$ cat src/rtl/mux_rr_arbiter_if.sv
// Handshake bundle between two requesters, the round-robin mux controller and its downstream sink.
// The master modport is the requester/sink side; the slave modport is the arbiter.
interface mux_rr_arbiter_if #(
    parameter int WIDTH = 8
);
    logic             req0;
    logic             req1;
    logic [WIDTH-1:0] i0;
    logic [WIDTH-1:0] i1;
    logic             out_ready;
    logic             sel;
    logic             grant0;
    logic             grant1;
    logic             ack0;
    logic             ack1;
    logic [WIDTH-1:0] q;
    logic             q_valid;

    modport master (
        output req0, req1, i0, i1, out_ready,
        input  sel, grant0, grant1, ack0, ack1, q, q_valid
    );

    modport slave (
        input  req0, req1, i0, i1, out_ready,
        output sel, grant0, grant1, ack0, ack1, q, q_valid
    );
endinterface

$ cat src/rtl/mux_rr_arbiter.sv
// Round-robin owner of a shared 2:1 mux: drives the select, grants, accept strobes and a one-slot output register.
// Define MUX_RR_FIXED_PRIORITY_EN for fixed priority (port 0 wins, port 1 preempted at beat boundaries).
module mux_rr_arbiter #(
    parameter int WIDTH     = 8,
    parameter int MAX_BURST = 4
) (
    input  logic                clk,
    input  logic                rst_n,
    mux_rr_arbiter_if.slave     bus
);
    typedef enum logic [1:0] {IDLE, GNT0, GNT1} state_t;

    localparam logic [3:0] LAST_COUNT = 4'(MAX_BURST - 1);

    if (MAX_BURST < 1 || MAX_BURST > 15) begin : g_bad_burst
        $error("mux_rr_arbiter: MAX_BURST=%0d outside 1..15", MAX_BURST);
    end

    state_t           state, state_nxt;
    logic [3:0]       count, count_nxt;
    logic [WIDTH-1:0] q_r;
    logic             q_valid_r;
    logic             slot_free;
    logic             fire0, fire1;
    logic             tie_to_1;
    logic             limit0, limit1;

    assign slot_free = !q_valid_r || bus.out_ready;
    assign fire0     = (state == GNT0) && bus.req0 && slot_free;
    assign fire1     = (state == GNT1) && bus.req1 && slot_free;

`ifdef MUX_RR_FIXED_PRIORITY_EN
    assign tie_to_1 = 1'b0;
    assign limit0   = 1'b0;
    // A pending port-0 request ends a port-1 burst at its next accepted beat.
    assign limit1   = (count == LAST_COUNT) || bus.req0;
`else
    logic last_served;

    always_ff @(posedge clk or negedge rst_n) begin
        if (!rst_n)     last_served <= 1'b1;
        else if (fire0) last_served <= 1'b0;
        else if (fire1) last_served <= 1'b1;
    end

    assign tie_to_1 = !last_served;
    assign limit0   = (count == LAST_COUNT);
    assign limit1   = (count == LAST_COUNT);
`endif

    always_comb begin
        state_nxt = state;
        count_nxt = count;
        case (state)
            IDLE: begin
                if (bus.req0 && bus.req1) state_nxt = tie_to_1 ? GNT1 : GNT0;
                else if (bus.req0)        state_nxt = GNT0;
                else if (bus.req1)        state_nxt = GNT1;
            end
            GNT0: begin
                if (fire0) count_nxt = count + 4'd1;
                if (!bus.req0 || (fire0 && limit0)) begin
                    count_nxt = '0;
                    if (bus.req1)      state_nxt = GNT1;
                    else if (bus.req0) state_nxt = GNT0;
                    else               state_nxt = IDLE;
                end
            end
            GNT1: begin
                if (fire1) count_nxt = count + 4'd1;
                if (!bus.req1 || (fire1 && limit1)) begin
                    count_nxt = '0;
                    if (bus.req0)      state_nxt = GNT0;
                    else if (bus.req1) state_nxt = GNT1;
                    else               state_nxt = IDLE;
                end
            end
            default: begin
                state_nxt = IDLE;
                count_nxt = '0;
            end
        endcase
    end

    always_ff @(posedge clk or negedge rst_n) begin
        if (!rst_n) begin
            state     <= IDLE;
            count     <= '0;
            q_r       <= '0;
            q_valid_r <= 1'b0;
        end else begin
            state <= state_nxt;
            count <= count_nxt;
            if (fire0 || fire1) begin
                q_r       <= fire1 ? bus.i1 : bus.i0;
                q_valid_r <= 1'b1;
            end else if (bus.out_ready) begin
                q_valid_r <= 1'b0;
            end
        end
    end

    assign bus.sel     = (state == GNT1);
    assign bus.grant0  = (state == GNT0);
    assign bus.grant1  = (state == GNT1);
    assign bus.ack0    = fire0;
    assign bus.ack1    = fire1;
    assign bus.q       = q_r;
    assign bus.q_valid = q_valid_r;
endmodule

$ cat src/flat_wrapper.sv
// flat-port wrapper written by rule: the top's interface ports become plain ports
module mux_rr_arbiter_flat 
#(
    parameter int WIDTH     = 8,
    parameter int MAX_BURST = 4
)
  (clk, rst_n, bus_req0, bus_req1, bus_i0, bus_i1, bus_out_ready, bus_sel, bus_grant0, bus_grant1, bus_ack0, bus_ack1, bus_q, bus_q_valid);
  mux_rr_arbiter_if #(.WIDTH(WIDTH)) bus_i ();
  input  logic clk;
  input  logic rst_n;
  input wire logic [$bits(bus_i.req0)-1:0] bus_req0;
  input wire logic [$bits(bus_i.req1)-1:0] bus_req1;
  input wire logic [$bits(bus_i.i0)-1:0] bus_i0;
  input wire logic [$bits(bus_i.i1)-1:0] bus_i1;
  input wire logic [$bits(bus_i.out_ready)-1:0] bus_out_ready;
  output wire logic [$bits(bus_i.sel)-1:0] bus_sel;
  output wire logic [$bits(bus_i.grant0)-1:0] bus_grant0;
  output wire logic [$bits(bus_i.grant1)-1:0] bus_grant1;
  output wire logic [$bits(bus_i.ack0)-1:0] bus_ack0;
  output wire logic [$bits(bus_i.ack1)-1:0] bus_ack1;
  output wire logic [$bits(bus_i.q)-1:0] bus_q;
  output wire logic [$bits(bus_i.q_valid)-1:0] bus_q_valid;
  assign bus_i.req0 = bus_req0;
  assign bus_i.req1 = bus_req1;
  assign bus_i.i0 = bus_i0;
  assign bus_i.i1 = bus_i1;
  assign bus_i.out_ready = bus_out_ready;
  assign bus_sel = bus_i.sel;
  assign bus_grant0 = bus_i.grant0;
  assign bus_grant1 = bus_i.grant1;
  assign bus_ack0 = bus_i.ack0;
  assign bus_ack1 = bus_i.ack1;
  assign bus_q = bus_i.q;
  assign bus_q_valid = bus_i.q_valid;
  mux_rr_arbiter #(.WIDTH(WIDTH), .MAX_BURST(MAX_BURST)) u_core (.clk(clk), .rst_n(rst_n), .bus(bus_i));
endmodule
$ cat config.mk
export PLATFORM = sky130hd
export DESIGN_NAME = mux_rr_arbiter_flat
export DESIGN_NICKNAME = d
export VERILOG_FILES = /design/src/rtl/mux_rr_arbiter_if.sv /design/src/rtl/mux_rr_arbiter.sv /design/src/flat_wrapper.sv
export SDC_FILE = /design/constraint.sdc
export NUM_CORES = 1
export LEC_CHECK = 0
export ABC_AREA = 1
export CORE_UTILIZATION = 40
export CTS_CLUSTER_DIAMETER = 50
export CTS_CLUSTER_SIZE = 25
export DETAILED_ROUTE_END_ITERATION = 10
export GPL_ROUTABILITY_DRIVEN = 0
export MAX_ROUTING_LAYER = met4
export PLACE_DENSITY = 0.77
export SLEW_MARGIN = 20
export SYNTH_ARGS = -nofsm -noshare
export SYNTH_HDL_FRONTEND = slang
export SYNTH_SLANG_ARGS = --single-unit
export TNS_END_PERCENT = 5
$ cat constraint.sdc
create_clock -name clk -period 1.5 [get_ports clk]
set_input_delay 0.225 -clock clk [delete_from_list [all_inputs] [get_ports clk]]
set_output_delay 0.225 -clock clk [all_outputs]
set_load 0.01 [all_outputs]
Word level (Yosys, flattened, before mapping) --
Index checks and enable logic that the tools add are counted.
Word-level totals: logic and storage cells 55, bits in registers 16
Operators by class: reduce and logical (&&, ||, !) cells 19, muxes and demuxes 21, add/subtract/negate cells 1, bitwise gates (word level) 1, eq/ne operators 8
Operators with widths (number):
- $mux 2 | 9
- $mux 4 | 4
- $pmux 4 s3 | 1
- $mux 8 | 1
- $logic_and 1x1->1 | 7
- $ne 3x1->1 const B | 2
- $pmux 2 s3 | 1
- $reduce_and 3->1 | 2
- $mux 1 | 5
- $add 4x1->4 const B | 1
- $eq 4x2->1 const B | 1
- $logic_or 1x1->1 | 4
- $ne 2x1->1 const B | 2
- $ne 4x3->1 const B | 1
- $reduce_bool 2->1 | 2
- $logic_not 1->1 | 3
- $eq 2x1->1 const B | 1
- $eq 2x2->1 const B | 1
- $logic_not 2->1 | 1
- $not 1->1 | 1

Depth between registers and ports, before layout --
word-level depth 7, depth in mapped cells 10, mapped depth without buffers 10

Worst setup path before layout --
OpenSTA, ideal clock, no wires.
path kind flip-flop to flip-flop, from reg u_core.state[0], to reg u_core.q_r[3] (netlist: u_core.bus.q[3]), arrival time 1309 ps, path slack 68 ps, stages on the path, launching flop included 8, setup time 123 ps, required time 1377 ps, path buffers 0, clock period less this slack 1432 ps, path through dfrtp_1 -> inv_1 -> ha_1 -> nand2_4 -> a21oi_4 -> inv_2 -> nand2_1 -> o21ai_1
On the way: cells in the longest elaborated chain, start to end 4
Ends and longest elaborated chain:
- start: declaration | line mux_rr_arbiter.sv:19 | state_t state, state_nxt;
- start signal: assignment | line mux_rr_arbiter.sv:92 | state <= state_nxt;
- $eq 2x2->1 *
- net bus_grant1 | line flat_wrapper.sv:18 | output wire logic [$bits(bus_i.grant1)-1:0] bus_grant1;
- $logic_and 1x1->1 * (2 in a row) | line mux_rr_arbiter.sv:30 | assign fire1 = (state == GNT1) && bus.req1 && slot_free;
- $mux 8 or $logic_or 1x1->1 (tied branches) | line mux_rr_arbiter.sv:95, mux_rr_arbiter.sv:94
- end signal: assignment | line mux_rr_arbiter.sv:95 | q_r <= fire1 ? bus.i1 : bus.i0;
- end: declaration | line mux_rr_arbiter.sv:21 | logic [WIDTH-1:0] q_r;
Mark *: on every way through the listed nets, which the timed path passes. The rest lies on a longest branch. A chain may end at the register's enable or synchronous reset.

Worst setup path in the final report --
from reg u_core.state[1], to reg u_core.q_r[6] (netlist: u_core.bus.q[6])
On the way: cells in the longest elaborated chain, start to end 4
Ends and longest elaborated chain (line):
- $eq 2x2->1 or $eq 2x1->1 (tied branches) | mux_rr_arbiter.sv:30, mux_rr_arbiter.sv:29
- $logic_and 1x1->1 (on tied branches) (2 in a row) | mux_rr_arbiter.sv:30, mux_rr_arbiter.sv:29
- $mux 8 or $logic_or 1x1->1 (tied branches) | mux_rr_arbiter.sv:95, mux_rr_arbiter.sv:94
Several ways; a longest one is shown, not always the timed one.

==> metrics <==
DR pass1 iterations=4; failing checks=setup timing; initial DRC count=19; Layout area overhead=64.7%; Initial Util=0.423; Clock Skew=0.00356 ns; final hold viol count=0; vias in the first global route=1036; worst hold slack=0.214 ns; # rows=17; Synth area leader=dfrtp_1; height of the die=approximately 50 um; antenna violations before repair=0; CP Data Arrival Time=1.76 ns; Yosys warning count=0; Vias/cell=4.90; critical path class=register to register; asr flop ratio synth=1.00; CP required=1.69 ns; number of unique standard cell types used by synthesis=16; wire per inst=12.9 um; Placement Setup Slack=-0.302 ns; Tot Pwr=around 2.6 mW; fin util=0.696; Final period util=1.05; cell with the most instances after synthesis=nand2_1; syn_area_per_cell=approximately 7.5 um^2; CTS root buf=clkbuf_4; fin nets=209; syn_nets=151; drt drc=0; clock slew at reported path FFs=0.10 ns; total gr overflow=0; Post-synth top flop=dfrtp_1; RSZ-0062 raised after global routing=yes; core area=2210 um^2; antenna diode count=0; Worst Hold Class=input pin to asynchronous set/reset pin; via count=1029; PD cells=~1700 nW/um^2; clk sinks=16; post-route ant nets=0; FF+latch count, synth=16; largest net degree at the start of global routing=11; R2R depth=8; actual slew at the worst max-slew pin=0.400 ns; die extent in x=50.3 um; MaxCap Viol Count=0; Global Route Usage Sum=0.239; setup TNS=-0.423 ns; reg-to-reg endpoint=u_core.bus.q[6]$_DFFE_PN0P_; worst skew pair latency=0.29 ns; top cells by area, synth=dfrtp_1, nand2_1, ha_1; die area=2530 um^2; layout cells sized above 1=0.302; CP max FO=5; Worst slew margin=0.732; reg-to-reg critical path startpoint=u_core.state[1]$_DFFE_PN0P_; Max VDD drop=approximately 1.1 mV; Slew Viols, Final=0; final setup violation count=12; R2R setup slack=-0.07 ns; status=finished, violations left; final WL=~2.7 mm; CTS Buffer Depth=2; crit path launch type=register; fmax=637 MHz; Mapped Area=slightly above 900 um^2; post-synth top area share=0.402; sequential share of the synthesized area=0.430; PnR worst setup slack=-0.0693 ns; Post-synth EDFFs=0; DP HPWL=1.95 mm; io pins=35; CTS buffer count=3; Setup crit end kind=register; Leakage=0.755 nW; top cells by count, synth=nand2_1, dfrtp_1, inv_1; H-tree levels=1; CTS tree=yes; min cycle time layout=1.57 ns; Buffers on Ports=34; cell count after synthesis=125; first-pass GRT wire length=between 4 and 5 mm
## worst max-delay path, cell delays in order (launching register included)
cell	delay [ns]
dfrtp_1	0.44
inv_2	0.11
ha_4	0.16
nand2_4	0.06
buf_6	0.13
a21oi_4	0.24
clkinvlp_4	0.19
nand2_1	0.08
o21ai_1	0.06
## metrics by stage
step           instances  instance area (um^2)
6_report             210                  1540
5_1_grt              210                  1540
4_1_cts              206                  1460
3_5_place_dp         201                  1420
3_3_place_gp         201                  1420
2_1_floorplan        125                   935
## kinds of logic after synthesis
group,after synthesis,synth area share
AO/OA/AOI/OAI,21,0.124
flip-flops,16,0.430
adder cells (fa/ha/maj),5,0.0669
buffers and inverters,18,0.0763
AND/OR/NAND/NOR,65,0.303
## final cells by class
| type | count | area [um^2] |
|---|---|---|
| Tap cell | 28 | 35.0 |
| Timing Repair inverter | 1 | 7.51 |
| Multi-Input combinational cell | 91 | 513 |
| Fill cell | 163 | 673 |
| Sequential cell | 16 | 403 |
| Inverter | 17 | 66.3 |
| Clock buffer | 4 | 36.3 |
| Timing Repair Buffer | 53 | 478 |
## report_power, final
part | leakage (nW) | internal (mW) | total (mW) | switching, mW
sequential | 0.202 | 0.611 | 0.719 | 0.108
clock | 0.0210 | 0.148 | 0.292 | 0.144
combinational | 0.531 | 0.778 | 1.56 | 0.784
## sequential cells by signal, indices dropped and copies added, names as in the netlist
signal / flops
u_core.last_served: 1
u_core.bus.q_valid: 1
u_core.state: 2
u_core.bus.q: 8
u_core.count: 4
## timing repair
item,CTS,global route
pin swaps,2,4
endpoints found under the setup margin,14,21
buffers inserted,1,3
resized for setup,31,11
hold buffers,0,0
cloned,0,1
## per-layer routing
metal / share of wire / routed length (um) / global-route usage
met1: 0.43 / 1170 / 0.277
met2: 0.51 / 1380 / 0.411
met3: 0.043 / 116 / 0.0606
met4: 0.020 / 55 / 0.0602
met5: 0 / 0 / -
## how the worst max path moves through the flow
stage | cells after the start | from | endpoint | slack [ns]
3_5_place_dp | 6 | bus_out_ready | bus_ack1 | -0.30
3_3_place_gp | 6 | bus_out_ready | bus_ack1 | -0.27
4_1_cts | 5 | u_core.state[1]$_DFFE_PN0P_ | bus_ack0 | -0.03
5_1_grt | 8 | u_core.state[1]$_DFFE_PN0P_ | u_core.bus.q[3]$_DFFE_PN0P_ | -0.13
2_1_floorplan | 7 | u_core.state[0]$_DFFE_PN0P_ | u_core.bus.q[3]$_DFFE_PN0P_ | 0.07
6_report | 8 | u_core.state[1]$_DFFE_PN0P_ | u_core.bus.q[6]$_DFFE_PN0P_ | -0.07
## cells in the final DEF (no fill, tap or decap)
| cell | instances |
|---|---|
| o21ai_0 | 4 |
| a21oi_4 | 1 |
| nand2_2 | 4 |
| dfrtp_2 | 1 |
| clkbuf_8 | 1 |
| o21ai_2 | 1 |
| nand3_2 | 1 |
| ha_4 | 2 |
| dfstp_2 | 1 |
| dfrtp_1 | 14 |
| o21ai_1 | 13 |
| nand3_1 | 6 |
| ha_2 | 1 |
| inv_1 | 11 |
| inv_4 | 1 |
| buf_12 | 1 |
| nor2_1 | 11 |
| buf_4 | 16 |
| buf_2 | 5 |
| nor2_2 | 5 |
| a21oi_1 | 2 |
| inv_2 | 5 |
| clkbuf_4 | 3 |
| nand2_4 | 3 |
| clkinvlp_4 | 1 |
| buf_6 | 2 |
| clkdlybuf4s50_1 | 29 |
| nand2_1 | 35 |
| ha_1 | 2 |
(Power assumes the default switching activity.)
